<file path="config.mk">
export PLATFORM = sky130hd
export DESIGN_NAME = serv_fcsr_ctrl
export DESIGN_NICKNAME = d
export VERILOG_FILES = /design/src/rtl/serv_fcsr_pkg.sv /design/src/rtl/serv_fcsr_flag_acc.sv /design/src/rtl/serv_fcsr_ctrl.sv
export SDC_FILE = /design/constraint.sdc
export NUM_CORES = 1
export LEC_CHECK = 0
export BUFFER_PORTS_ARGS = -buffer_cell sky130_fd_sc_hd__buf_2
export CAP_MARGIN = 20
export CORE_UTILIZATION = 57
export CTS_CLUSTER_DIAMETER = 200
export DETAILED_ROUTE_END_ITERATION = 8
export PLACE_DENSITY = 0.78
export SYNTH_ARGS = -nofsm -noshare
export SYNTH_HDL_FRONTEND = slang
export SYNTH_SLANG_ARGS = --single-unit
</file>
<file path="constraint.sdc">
create_clock -name i_clk -period 2.6 [get_ports i_clk]
set_clock_uncertainty 0.1 [all_clocks]
set_input_delay 0.26 -clock i_clk [delete_from_list [all_inputs] [get_ports i_clk]]
set_output_delay 0.26 -clock i_clk [all_outputs]
set_load 0.01 [all_outputs]
</file>
<file path="src/rtl/serv_fcsr_pkg.sv">
// Shared select/op codes, FSM state type and field widths for the serial fcsr sequencer.
// Op encodings match the integer CSR source codes so both paths decode identically.
package serv_fcsr_pkg;

    localparam logic [1:0] SEL_RSVD   = 2'b00;
    localparam logic [1:0] SEL_FFLAGS = 2'b01;
    localparam logic [1:0] SEL_FRM    = 2'b10;
    localparam logic [1:0] SEL_FCSR   = 2'b11;

    localparam logic [1:0] OP_CSR = 2'b00;
    localparam logic [1:0] OP_EXT = 2'b01;
    localparam logic [1:0] OP_SET = 2'b10;
    localparam logic [1:0] OP_CLR = 2'b11;

    typedef enum logic [1:0] {
        IDLE   = 2'd0,
        ACCESS = 2'd1,
        COMMIT = 2'd2
    } state_t;

    localparam int FFLAGS_W = 5;
    localparam int FRM_W    = 3;
    localparam int FCSR_W   = FFLAGS_W + FRM_W;

    function automatic logic [3:0] field_width(input logic [1:0] sel);
        case (sel)
            SEL_FFLAGS: return 4'(FFLAGS_W);
            SEL_FRM:    return 4'(FRM_W);
            SEL_FCSR:   return 4'(FCSR_W);
            default:    return 4'd0;
        endcase
    endfunction

endpackage

</file>
<file path="src/rtl/serv_fcsr_flag_acc.sv">
// fflags owner: merges FPU flag reports directly in IDLE, parks them in pend_r during ACCESS.
// Latency 1 cycle; never stalls the FPU, so no reported flag can be lost across a CSR access.
module serv_fcsr_flag_acc
    import serv_fcsr_pkg::*;
(
    input  logic                i_clk,
    input  logic                i_rst,
    input  state_t              state,
    input  logic                i_flags_valid,
    input  logic [FFLAGS_W-1:0] i_flags,
    input  logic                wr_en,
    input  logic [FFLAGS_W-1:0] wr_val,
    output logic [FFLAGS_W-1:0] fflags
);

    logic [FFLAGS_W-1:0] fflags_r;
    logic [FFLAGS_W-1:0] pend_r;
    logic [FFLAGS_W-1:0] strobe;

    assign strobe = i_flags_valid ? i_flags : '0;
    assign fflags = fflags_r;

    always_ff @(posedge i_clk) begin
        if (i_rst) begin
            fflags_r <= '0;
            pend_r   <= '0;
        end else begin
            case (state)
                IDLE:   fflags_r <= fflags_r | strobe;
                ACCESS: pend_r   <= pend_r | strobe;
                COMMIT: begin
                    // Flags raised while the CSR op was in flight survive even a clear.
                    fflags_r <= (wr_en ? wr_val : fflags_r) | pend_r | strobe;
                    pend_r   <= '0;
                end
                default: ;
            endcase
        end
    end

endmodule

</file>
<file path="src/rtl/serv_fcsr_ctrl.sv">
// Serial fcsr sequencer: W bits/cycle read-modify-write of fflags/frm/fcsr; accept->o_done = 32/W+1 cycles.
// Ready only in IDLE; requester holds valid. Optional FCSR_FRM_CHECK_EN flags reserved rounding modes.
module serv_fcsr_ctrl
    import serv_fcsr_pkg::*;
#(
    parameter int W = 1
)
(
    input  logic                i_clk,
    input  logic                i_rst,
    input  logic                i_req_valid,
    output logic                o_req_ready,
    input  logic [1:0]          i_req_sel,
    input  logic [1:0]          i_req_op,
    input  logic [W-1:0]        i_d,
    output logic [W-1:0]        o_q,
    output logic                o_done,
    input  logic                i_flags_valid,
    input  logic [FFLAGS_W-1:0] i_flags,
    output logic [FFLAGS_W-1:0] o_fflags,
    output logic [FRM_W-1:0]    o_frm,
    output logic                o_frm_invalid
);

    localparam int SLICES = 32 / W;
    localparam int CW     = $clog2(SLICES);
    localparam logic [CW-1:0] LAST = CW'(SLICES - 1);

    state_t              state_r;
    logic [CW-1:0]       cnt_r;
    logic [FCSR_W-1:0]   old_r;
    logic [FCSR_W-1:0]   new_r;
    logic [FCSR_W-1:0]   new_nxt;
    logic [FCSR_W-1:0]   snap;
    logic [1:0]          sel_r;
    logic [1:0]          op_r;
    logic [FRM_W-1:0]    frm_r;
    logic [FFLAGS_W-1:0] fflags;
    logic [3:0]          fw;
    logic [W-1:0]        q;
    logic                wr;
    logic                ff_wr;
    logic                frm_wr;
    int                  p;
    logic                ob;
    logic                nb;

    assign fw = field_width(sel_r);

    always_comb begin
        case (i_req_sel)
            SEL_FFLAGS: snap = FCSR_W'(fflags);
            SEL_FRM:    snap = FCSR_W'(frm_r);
            SEL_FCSR:   snap = {frm_r, fflags};
            default:    snap = '0;
        endcase
    end

    // Per-slice old bit out and modified bit in; positions past the field read 0 and are not stored.
    always_comb begin
        q       = '0;
        new_nxt = new_r;
        p       = 0;
        ob      = 1'b0;
        nb      = 1'b0;
        for (int i = 0; i < W; i++) begin
            p  = int'(cnt_r) * W + i;
            ob = (p < FCSR_W) ? old_r[p[2:0]] : 1'b0;
            case (op_r)
                OP_EXT:  nb = i_d[i];
                OP_SET:  nb = ob | i_d[i];
                OP_CLR:  nb = ob & ~i_d[i];
                default: nb = ob;
            endcase
            if (state_r == ACCESS) q[i] = ob;
            if (p < int'(fw)) new_nxt[p[2:0]] = nb;
        end
    end

    // Select bit 0 marks fflags as a target, bit 1 marks frm.
    assign wr     = (op_r != OP_CSR) && (sel_r != SEL_RSVD);
    assign ff_wr  = (state_r == COMMIT) && wr && sel_r[0];
    assign frm_wr = (state_r == COMMIT) && wr && sel_r[1];

    always_ff @(posedge i_clk) begin
        if (i_rst) begin
            state_r <= IDLE;
            cnt_r   <= '0;
            old_r   <= '0;
            new_r   <= '0;
            sel_r   <= SEL_RSVD;
            op_r    <= OP_CSR;
            frm_r   <= '0;
        end else begin
            case (state_r)
                IDLE: if (i_req_valid) begin
                    state_r <= ACCESS;
                    sel_r   <= i_req_sel;
                    op_r    <= i_req_op;
                    old_r   <= snap;
                    new_r   <= '0;
                    cnt_r   <= '0;
                end
                ACCESS: begin
                    new_r <= new_nxt;
                    cnt_r <= cnt_r + 1'b1;
                    if (cnt_r == LAST) state_r <= COMMIT;
                end
                COMMIT: begin
                    state_r <= IDLE;
                    if (frm_wr)
                        frm_r <= (sel_r == SEL_FCSR) ? new_r[FCSR_W-1:FFLAGS_W] : new_r[FRM_W-1:0];
                end
                default: state_r <= IDLE;
            endcase
        end
    end

    serv_fcsr_flag_acc u_flag_acc (
        .i_clk         (i_clk),
        .i_rst         (i_rst),
        .state         (state_r),
        .i_flags_valid (i_flags_valid),
        .i_flags       (i_flags),
        .wr_en         (ff_wr),
        .wr_val        (new_r[FFLAGS_W-1:0]),
        .fflags        (fflags)
    );

`ifdef FCSR_FRM_CHECK_EN
    logic frm_inv_r;

    always_ff @(posedge i_clk) begin
        if (i_rst) frm_inv_r <= 1'b0;
        else       frm_inv_r <= (frm_r == 3'b101) || (frm_r == 3'b110) || (frm_r == 3'b111);
    end

    assign o_frm_invalid = frm_inv_r;
`else
    assign o_frm_invalid = 1'b0;
`endif

    assign o_req_ready = (state_r == IDLE);
    assign o_done      = (state_r == COMMIT);
    assign o_q         = q;
    assign o_fflags    = fflags;
    assign o_frm       = frm_r;

endmodule

</file>
* Yosys cells after proc, flatten, opt, wreduce, memory -nomap -nowiden
Cells that the tools add are included.
Storage, ports and cells: bits of input ports 14, bits in registers 40, output and inout bits 12
Cells by class: order comparisons 4, mux-type cells 23, equal/unequal tests 15, bitwise gates (word level) 7, reduce and logical (&&, ||, !) cells 16, $add $sub $neg 1
Operators with widths (count):
- 5-bit case mux with 2 select lines | 3
- 8-bit case mux with 3 select lines | 1
- 5-bit bitwise OR | 4
- 8-bit 2-to-1 mux | 2
- 8-bit case mux with 2 select lines | 1
- 5-bit 2-to-1 mux | 3
- 2-bit equality test (second input constant) | 7
- 4-bit case mux with 3 select lines | 1
- 2-bit nonzero test | 5
- 8-bit bitwise mux | 1
- 2-bit by 1-bit equality test with 1-bit output (second input constant) | 4
- 2-bit AND reduction | 4
- 5-bit by 1-bit adder with 5-bit output (second input constant) | 1
- 5-bit equality test (second input constant) | 1
- 1-bit logical AND | 5
- 5-bit by 4-bit less-than comparator with 1-bit output | 1
- 5-bit by 4-bit less-than comparator with 1-bit output (second input constant) | 1
- 3-bit by 4-bit less-than comparator with 1-bit output (second input constant) | 1
- 1-bit 2-to-1 mux | 4
- 2-bit 2-to-1 mux | 2
- 2-bit by 1-bit inequality test with 1-bit output (second input constant) | 2
- 2-bit case mux with 2 select lines | 1
- 1-bit binary-select mux with 3-bit select | 1
- 1-bit demux with 3-bit select | 1
- other kinds (9) | 9

* Longest topological paths before layout
Gate-level depths: netlist (run 1).
depth in word-level cells 8, mapped depth 9, gate-level depth less buffers 9

* By module
Synthesis (run 1) repeated with hierarchy kept, for this count alone.
Second synthesis, totals: cell total of the unflattened synthesis 240, area, all modules 2068.2 µm²
Modules (own cells, without submodules):
- serv_fcsr_ctrl | times used 1, area an instance 1631.6 µm², cells an instance 196, sequential area each 600.6 µm²
- serv_fcsr_flag_acc | times used 1, area an instance 436.7 µm², cells an instance 44, sequential area each 200.2 µm²

* Worst setup path after synthesis (run 1)
Ideal clock, no wire load.
kind register to register, start reg sel_r[1], end reg new_r[1], buffers on the path 0, stages on the path, launching flop included 10, slack 0.517 ns, arrival time 1.892 ns, library setup time 0.091 ns, cell sequence dfxtp_1 inv_1 ha_1 inv_1 ha_1 a21oi_1 o21ai_0 a211oi_4 a21oi_1 a311oi_1
Between the ends: word-level cells in the longest chain between the ends 5, elaborated cells between the ends (all ways) 7, classes of those cells 1 x order compare; 4 x eq/ne; 1 x mux; 1 x reduce/logical
Ends and longest elaborated chain:
- start, declared | RTL line serv_fcsr_ctrl.sv:35 | logic [1:0] sel_r;
- start signal, assigned | RTL line serv_fcsr_ctrl.sv:98 | sel_r <= i_req_sel;
- 2-bit equality test / 2-bit by 1-bit equality test with 1-bit output (equally long branches) | RTL line serv_fcsr_pkg.sv:26 | case (sel)
- 4-bit case mux with 3 select lines (*) | RTL line serv_fcsr_pkg.sv:26
- 5-bit by 4-bit less-than comparator with 1-bit output (*) | RTL line serv_fcsr_ctrl.sv:76 | if (p < int'(fw)) new_nxt[p[2:0]] = nb;
- 2-bit by 1-bit inequality test with 1-bit output (no line) (*)
- 3-bit AND reduction (no line) (*)
- end signal, assigned | RTL line serv_fcsr_ctrl.sv:105 | new_r <= new_nxt;
- end, declared | RTL line serv_fcsr_ctrl.sv:32 | logic [FCSR_W-1:0] new_r;
Mark *: on every way between the ends. The rest lies on a longest branch, timed or not. A chain may end at the register's enable or synchronous reset.

* Worst setup path in the final report (run 1)
start reg cnt_r[2], end out o_q
Between the ends: word-level cells in the longest chain between the ends 4, elaborated cells between the ends (all ways) 5, classes of those cells 1 x order compare; 4 x mux
Ends and longest elaborated chain:
- start, declared | RTL line serv_fcsr_ctrl.sv:30 | logic [CW-1:0] cnt_r;
- start signal, assigned | RTL line serv_fcsr_ctrl.sv:106 | cnt_r <= cnt_r + 1'b1;
- 1-bit binary-select mux with 3-bit select | RTL line serv_fcsr_ctrl.sv:68 | ob = (p < FCSR_W) ? old_r[p[2:0]] : 1'b0;
- 1-bit 2-to-1 mux (implied by the code) | RTL line serv_fcsr_ctrl.sv:68
- 1-bit 2-to-1 mux (*) | RTL line serv_fcsr_ctrl.sv:68
- 1-bit 2-to-1 mux (*) | RTL line serv_fcsr_ctrl.sv:75 | if (state_r == ACCESS) q[i] = ob;
- end, declared | RTL line serv_fcsr_ctrl.sv:16 | output logic [W-1:0] o_q,
Mark *: on every way between the ends. The rest lies on a longest branch, timed or not. The select of a mux whose other input is x is not followed.

==> results of run 1 <==
## cell families (layout without fill, tap and decap cells)
logic type,count (synthesis),in the layout,synth area share (%)
AND/OR/NAND/NOR,76,76,17.7
AO/OA/AOI/OAI,73,73,27.4
flip-flops,40,40,38.8
buffers and inverters,21,45,4.72
adder cells (fa/ha/maj),13,13,7.87
multiplexers,6,6,2.91
other,1,1,0.182
XOR/XNOR,1,1,0.424
## registers in the layout, summed over array words and instances (netlist names)
name and cells:
cnt_r 5, u_flag_acc.fflags 5, o_frm 3, state_r 2, op_r 2, sel_r 2, new_r 8, u_flag_acc.pend_r 5
old_r 8
## routing by layer
| layer | routed length [um] | vias to the layer above |
|---|---|---|
| met1 | 2130 | 830 |
| met5 | 0 | - |
| li1 | - | 880 |
| met4 | 60 | 0 |
| met2 | 2220 | 33 |
| met3 | 198 | 7 |
## power by group through the flow
stage                     logic [mW]  registers [mW]  clock network (mW)
after CTS                      0.204           0.661               0.311
after floorplan                0.154           0.667                   0
after global placement         0.199           0.674                   0
after detailed placement       0.203           0.674                   0
after global routing           0.229           0.665               0.340
final                          0.206           0.661               0.309
## synthesized netlist by cell type, types with 2 or more instances
cell                       count
sky130_fd_sc_hd__ha_1         13
sky130_fd_sc_hd__buf_4         3
sky130_fd_sc_hd__a21oi_1      25
sky130_fd_sc_hd__nor2b_1       3
sky130_fd_sc_hd__nand2b_1      3
sky130_fd_sc_hd__inv_1         9
sky130_fd_sc_hd__o21ai_0       6
sky130_fd_sc_hd__nor2_1       27
sky130_fd_sc_hd__and2b_2       2
sky130_fd_sc_hd__a21o_1        6
sky130_fd_sc_hd__a211oi_4      2
sky130_fd_sc_hd__o21a_1        2
sky130_fd_sc_hd__and2_1        2
sky130_fd_sc_hd__nand2_1      21
sky130_fd_sc_hd__o211ai_1      4
sky130_fd_sc_hd__clkbuf_1      8
sky130_fd_sc_hd__a32oi_1       2
sky130_fd_sc_hd__mux2i_1       6
sky130_fd_sc_hd__a311oi_1      8
sky130_fd_sc_hd__a22oi_1       5
sky130_fd_sc_hd__nand3_1       7
sky130_fd_sc_hd__and3_1        4
sky130_fd_sc_hd__a222oi_1      5
sky130_fd_sc_hd__dfxtp_1      40
## worst register-to-register path: cells and delay by family, from the launching register on
family | cells | cell delay, ns
AO/OA/AOI/OAI | 5 | 1.14
flip-flops | 1 | 0.44
adder cells (fa/ha/maj) | 2 | 0.41
buffers and inverters | 2 | 0.14
## per-stage QoR
step | utilization [%] | hold slack (ns) | std cells | area, sq um
2_1_floorplan | - | 0.296 | 231 | 2070
3_3_place_gp | 64.5 | 0.342 | 292 | 2200
3_5_place_dp | 64.5 | 0.348 | 292 | 2200
4_1_cts | 65.9 | 0.0298 | 299 | 2250
5_1_grt | 66.4 | 0.0443 | 301 | 2270
6_report | 66.4 | 0.0266 | 301 | 2270
## area by class of cell
type                            instances  area (sq um)  share of cell area [%]
Sequential cell                        40           801                    35.3
Clock buffer                            5          37.5                    1.66
Clock inverter                          2          12.5                   0.552
Timing Repair Buffer                   29           158                    6.95
Inverter                                9          33.8                    1.49
Tap cell                               46          57.6                    2.54
Multi-Input combinational cell        170          1170                    51.5
## worst max-delay path by stage
stage / to / depth (start not counted)
2_1_floorplan: new_r[1] / 9
3_3_place_gp: new_r[1] / 9
3_5_place_dp: new_r[3] / 9
4_1_cts: o_q / 5
5_1_grt: o_q / 5
6_report: o_q / 5
## cells in the final DEF (no fill, tap or decap), types with 2 or more instances in the layout
| master | n |
|---|---|
| sky130_fd_sc_hd__dfxtp_1 | 40 |
| sky130_fd_sc_hd__nor2_1 | 27 |
| sky130_fd_sc_hd__a21oi_1 | 25 |
| sky130_fd_sc_hd__buf_2 | 24 |
| sky130_fd_sc_hd__nand2_1 | 21 |
| sky130_fd_sc_hd__ha_1 | 13 |
| sky130_fd_sc_hd__inv_1 | 9 |
| sky130_fd_sc_hd__a311oi_1 | 8 |
| sky130_fd_sc_hd__nand3_1 | 7 |
| sky130_fd_sc_hd__mux2i_1 | 6 |
| sky130_fd_sc_hd__a21o_1 | 6 |
| sky130_fd_sc_hd__a222oi_1 | 5 |
| sky130_fd_sc_hd__a22oi_1 | 5 |
| sky130_fd_sc_hd__o21ai_0 | 5 |
| sky130_fd_sc_hd__clkbuf_4 | 5 |
| sky130_fd_sc_hd__buf_4 | 5 |
| sky130_fd_sc_hd__and3_1 | 4 |
| sky130_fd_sc_hd__o211ai_1 | 4 |
| sky130_fd_sc_hd__nor2b_1 | 3 |
| sky130_fd_sc_hd__nand2b_1 | 3 |
| sky130_fd_sc_hd__and2b_2 | 2 |
| sky130_fd_sc_hd__and2_1 | 2 |
| sky130_fd_sc_hd__o21a_1 | 2 |
| sky130_fd_sc_hd__a211oi_4 | 2 |
| sky130_fd_sc_hd__a32oi_1 | 2 |
## what timing repair did
action	in CTS	in global routing
hold buffers	0	0
gates resized for setup	0	1
endpoints found under the setup margin	0	1
setup buffers	0	2
hold endpoints to repair	0	0
==> results.json, run 1 <==
{
  "status": "finished clean",
  "finalSetupViolations": 0,
  "gp_congestion": 0.817,
  "syn-instance-count": 231,
  "max_ir_drop_vdd_v": 0.000378,
  "design.die.area_sq_um": 3870,
  "cts_root_buf": "sky130_fd_sc_hd__clkbuf_4",
  "synth_top_cell_area_share_pct": 38.8,
  "worst_setup_path_end_kind": "primary output",
  "timing.setup.critical_path_class": "reg2out",
  "slew_viol_final": 0,
  "reg2reg_launch_point": "sel_r[1]",
  "use_met2_pct": 42.3,
  "comb_power_share_pct": 17.6,
  "required_ns": 2.24,
  "ys_seq_area_share_pct": 38.8,
  "final.setup.tns_ns": 0,
  "portBuffers": 24,
  "net-switching-power_mw": 0.356,
  "ctsHtreeMaxLevel": 2,
  "timing.hold.worst.class": "in2reg",
  "io_pins": 26,
  "power.switching_fraction_pct": 30.3,
  "internal-power_mw": 0.820,
  "pwr-share-seq_pct": 56.2,
  "grt_overflow": 0,
  "crit_start": "cnt_r[2]",
  "nets": 282,
  "cap_viol_max_count": 0,
  "synthesis.yosys.warnings": 0,
  "dieWidth_um": 62.2,
  "clock_power_share_pct": 26.2,
  "worst_setup_path_start_kind": "flop",
  "report.power.total_mw": 1.18,
  "final_antenna_net_count": 0,
  "cts_inserted_buffers": 5,
  "wl_per_cell_um": 15.3,
  "syn-cell-area_sq_um": 2070,
  "synth-main-ff-cell": "sky130_fd_sc_hd__dfxtp_1",
  "crit_family": "compound AO/OA/AOI/OAI gates",
  "share_of_post_route_cells_with_drive_strength_above_1_pct": 18.8,
  "maxClockFrequency_mhz": 409,
  "met3_usage_pct": 4.96,
  "maxSlewHeadroom_pct": 60.1,
  "worstRegToRegCells": 9,
  "drt_first_pass_iters": 4,
  "placementRows": 21,
  "synthArstFlopShare_pct": 0,
  "route.detailed.vias_per_inst": 5.81,
  "count_of_unresolved_drc_violations_after_routing": 0,
  "violation_count_after_the_first_detailed_routing_iteration": 136,
  "start_util_pct": 60.5,
  "cts-root-to-sink-buffers": 2,
  "worstPathBufferInverterCount": 1,
  "worst_pin_slew_ns": 0.583,
  "synth.lib_cells_used.distinct": 42,
  "yosys.area.top_type": "sky130_fd_sc_hd__dfxtp_1",
  "route.final.wire_length_um": 4610,
  "min_delay_worst_endpoint": "op_r[0]",
  "clock_insertion_delay_worst_skew_ns": 0.36,
  "worst_path_max_delay_cell": "sky130_fd_sc_hd__dfxtp_1",
  "postSynthRegisterBits": 40,
  "grt.total_usage_pct": 25.5,
  "syn_nets": 258,
  "slowest_delay_ns": 0.61,
  "synth.avg_cell_area_sq_um": 8.94,
  "gr-max-usage-layer": "met2",
  "worstPathMaxFanout": 13,
  "nFillCells": 297,
  "die_height_um": 62.2,
  "antenna_fix_cells": 0,
  "via_count_of_the_first_global_routing_pass": 1640,
  "timing.final.crit_share_pct": 94.1,
  "synth_edf_count": 0,
  "hp-start": "i_req_op[0]",
  "grt_first_pass_wirelength_um": 7800,
  "hpwl_um": 3280,
  "power.density_cell_area_nw_per_um2": 519,
  "r2r_end": "new_r[1]",
  "netlist_top_cells_area": "sky130_fd_sc_hd__dfxtp_1 39%, sky130_fd_sc_hd__ha_1 7.9%, sky130_fd_sc_hd__a21oi_1 6.1%",
  "gr-usage-met1_pct": 33.5,
  "period_needed_ns": 2.45,
  "finalHoldViolCount": 0,
  "reg2reg_setup_slack_ns": 0.30,
  "cp_cell_sequence": "nor2_1 -> a22o_2 -> a221oi_4 -> nor4b_1 -> buf_2",
  "clk_transition_reported_paths_ns": 0.12,
  "area.growth.synth_to_final_pct": 9.75,
  "tritoncts": "done",
  "pre_cts_ws_ns": 0.326,
  "power.static_leakage_nw": 0.947,
  "fp.coreArea_sq_um": 3420,
  "finalWorstSetupSlack_ns": 0.153,
  "detailroute.via_count": 1750,
  "worst_ep_arrival_time_ns": 2.09,
  "grt_start_max_net_pins": 30,
  "number_of_antenna_violations_at_the_first_check_in_global_routing": 0,
  "clock_sink_count": 40,
  "holdPathStages": 3
}
(Power assumes the default switching activity.)
==> inputs of run 2 (changes only) <==
- SYNTH_HIERARCHICAL: default -> 1
==> results.json, run 2 <==
{
  "grt_first_pass_wirelength_um": 7810,
  "power.static_leakage_nw": 0.959,
  "die_height_um": 62.2,
  "grt_start_max_net_pins": 32,
  "nets": 291,
  "clock_insertion_delay_worst_skew_ns": 0.36,
  "pre_cts_ws_ns": 0.218,
  "fp.coreArea_sq_um": 3420,
  "antenna_fix_cells": 0,
  "synth_top_cell_area_share_pct": 38.7,
  "reg2reg_launch_point": "sel_r[0]",
  "cts_root_buf": "sky130_fd_sc_hd__clkbuf_4",
  "syn-instance-count": 240,
  "detailroute.via_count": 1812,
  "worst_setup_path_end_kind": "flop",
  "io_pins": 26,
  "number_of_antenna_violations_at_the_first_check_in_global_routing": 0,
  "clock_sink_count": 40,
  "top_library_cells_by_usage_in_the_layout_fill_and_taps_aside": "39 x sky130_fd_sc_hd__dfxtp_1, 28 x sky130_fd_sc_hd__a21oi_1, 26 x sky130_fd_sc_hd__nor2_1, 24 x sky130_fd_sc_hd__buf_2, 20 x sky130_fd_sc_hd__nand2_1",
  "synth.avg_cell_area_sq_um": 8.62,
  "r2r_end": "new_r[2]",
  "synth_edf_count": 0,
  "cts_inserted_buffers": 5,
  "cap_viol_max_count": 0,
  "layout.cells.most_common": "sky130_fd_sc_hd__dfxtp_1",
  "placementRows": 21,
  "ctsHtreeMaxLevel": 2,
  "period_needed_ns": 2.41,
  "fin_cells": 313,
  "largest_regs": "new_r x8, old_r x8",
  "postSynthRegisterBits": 40,
  "post_cts_buffers": 0,
  "final_antenna_net_count": 0,
  "wl_per_cell_um": 14.5,
  "grt.total_usage_pct": 25.8,
  "tritoncts": "done",
  "finalHoldViolCount": 0,
  "area.growth.synth_to_final_pct": 12.9,
  "crit_start": "sel_r[0]",
  "portBuffers": 24,
  "final.setup.tns_ns": 0,
  "maxClockFrequency_mhz": 415,
  "violation_count_after_the_first_detailed_routing_iteration": 147,
  "placed_cells": 305,
  "syn_nets": 265,
  "route.detailed.vias_per_inst": 5.79,
  "cts-root-to-sink-buffers": 2,
  "yosys.cell_count.top_type": "sky130_fd_sc_hd__dfxtp_1",
  "clk_transition_reported_paths_ns": 0.12,
  "via_count_of_the_first_global_routing_pass": 1612,
  "worst_pin_slew_ns": 0.615,
  "synthesis.yosys.warnings": 6,
  "grt_setup_unrepaired": "false",
  "yosys.area.top_type": "sky130_fd_sc_hd__dfxtp_1",
  "synth.lib_cells_used.distinct": 47,
  "finalCoreUtilization_pct": 68.4,
  "required_ns": 2.78,
  "grt_overflow": 0,
  "worstRegToRegCells": 8,
  "share_of_post_route_cells_with_drive_strength_above_1_pct": 19.5,
  "finalWorstSetupSlack_ns": 0.188,
  "route.final.wire_length_um": 4540,
  "hp-start": "i_req_op[1]",
  "worst_setup_path_start_kind": "flop",
  "timing.hold.worst.class": "in2reg",
  "timing.final.crit_share_pct": 92.8,
  "netlist_top_cells_area": "sky130_fd_sc_hd__dfxtp_1 39%, sky130_fd_sc_hd__a21oi_1 6.8%, sky130_fd_sc_hd__ha_1 6.7%",
  "count_of_unresolved_drc_violations_after_routing": 0,
  "worst_ep_arrival_time_ns": 2.60,
  "status": "finished clean",
  "synthArstFlopShare_pct": 0,
  "postCtsResizedCells": 0,
  "hpwl_um": 3240,
  "drt_first_pass_iters": 4,
  "power.density_cell_area_nw_per_um2": 547,
  "dieWidth_um": 62.2,
  "synth-main-ff-cell": "sky130_fd_sc_hd__dfxtp_1",
  "gp_congestion": 0.871,
  "cts.hold.buffers_added": 0,
  "worstPathMaxFanout": 5,
  "max_ir_drop_vdd_v": 0.000387,
  "timing.setup.critical_path_class": "reg2reg",
  "finalSetupViolations": 0,
  "synth_top_cells_by_count": "40 x sky130_fd_sc_hd__dfxtp_1, 28 x sky130_fd_sc_hd__a21oi_1, 26 x sky130_fd_sc_hd__nor2_1, 20 x sky130_fd_sc_hd__nand2_1",
  "maxSlewHeadroom_pct": 58.6,
  "design.die.area_sq_um": 3870,
  "syn-cell-area_sq_um": 2070,
  "setup.worst_path.end": "new_r[2]",
  "ys_seq_area_share_pct": 38.7,
  "slew_viol_final": 0,
  "reg2reg_setup_slack_ns": 0.19,
  "start_util_pct": 60.5
}
==> run 2: changes by cell type in the layout (fill, tap and decap cells not counted), moves of 4 or more <==
cell	before	now
sky130_fd_sc_hd__a211oi_1	1	11
sky130_fd_sc_hd__a21o_1	6	0
sky130_fd_sc_hd__a222oi_1	5	0
sky130_fd_sc_hd__a311oi_1	8	3
sky130_fd_sc_hd__a31oi_1	0	4
sky130_fd_sc_hd__and2_1	2	6
sky130_fd_sc_hd__mux2i_1	6	10
sky130_fd_sc_hd__nand3_1	7	3
sky130_fd_sc_hd__nor3_1	1	5
==> run 2: worst min path at each step <==
stage | end | slack, ns | cells past startpoint
final | op_r[1] | 0.03 | 3
after floorplan | u_flag_acc/fflags[0] | 0.23 | 1
after CTS | op_r[1] | 0.02 | 3
after global placement | old_r[4] | 0.34 | 2
after global routing | u_flag_acc/pend_r[1] | 0.02 | 3
after detailed placement | old_r[5] | 0.35 | 2
==> run 2: cell type report <==
type | count | area (sq um)
Clock buffer | 6 | 51.3
Sequential cell | 40 | 802
Timing Repair Buffer | 32 | 180
Multi-Input combinational cell | 177 | 1170
Inverter | 10 | 37.5
Clock inverter | 2 | 38.8
Fill cell | 297 | 1080
Tap cell | 46 | 57.6
==> run 2: per-layer routing <==
metal	vias to the layer above	global-route usage [%]	part of all wire [%]
met3	10	7.17	6.3
met4	0	10.2	1.7
li1	920	-	-
met2	67	37.8	43
met1	815	35.6	49
met5	-	0	0
==> run 2: power by group <==
| group | internal, mW | switching (mW) | leakage (nW) |
|---|---|---|---|
| logic | 0.0726 | 0.106 | 0.584 |
| registers | 0.634 | 0.0210 | 0.326 |
| clock network | 0.230 | 0.214 | 0.0484 |
| total | 0.937 | 0.341 | 0.959 |
==> run 2: kinds of logic after synthesis <==
logic type,share of synthesized area [%]
multiplexers,6.47
adder cells (fa/ha/maj),6.65
buffers and inverters,4.84
other,0.181
AND/OR/NAND/NOR,19.6
flip-flops,38.7
AO/OA/AOI/OAI,23.1
XOR/XNOR,0.424
==> run 2: worst max-delay path, stage by stage, from the launching register on <==
cell and delay [ns]:
sky130_fd_sc_hd__dfxtp_1 0.41, sky130_fd_sc_hd__ha_1 0.20, sky130_fd_sc_hd__inv_1 0.05, sky130_fd_sc_hd__ha_1 0.17
sky130_fd_sc_hd__or3b_4 0.40, sky130_fd_sc_hd__a211o_1 0.35, sky130_fd_sc_hd__a2111oi_2 0.38, sky130_fd_sc_hd__nor2_1 0.07
sky130_fd_sc_hd__a211oi_1 0.19
==> run 2: through the flow <==
step | instance area, sq um | power (mW) | hold slack [ns]
finish | 2330 | 1.28 | 0.0317
detailed placement | 2240 | 0.843 | 0.346
global placement | 2240 | 0.841 | 0.339
CTS | 2330 | 1.28 | 0.0241
global route | 2330 | 1.33 | 0.0209
floorplan | 2070 | 0.787 | 0.229
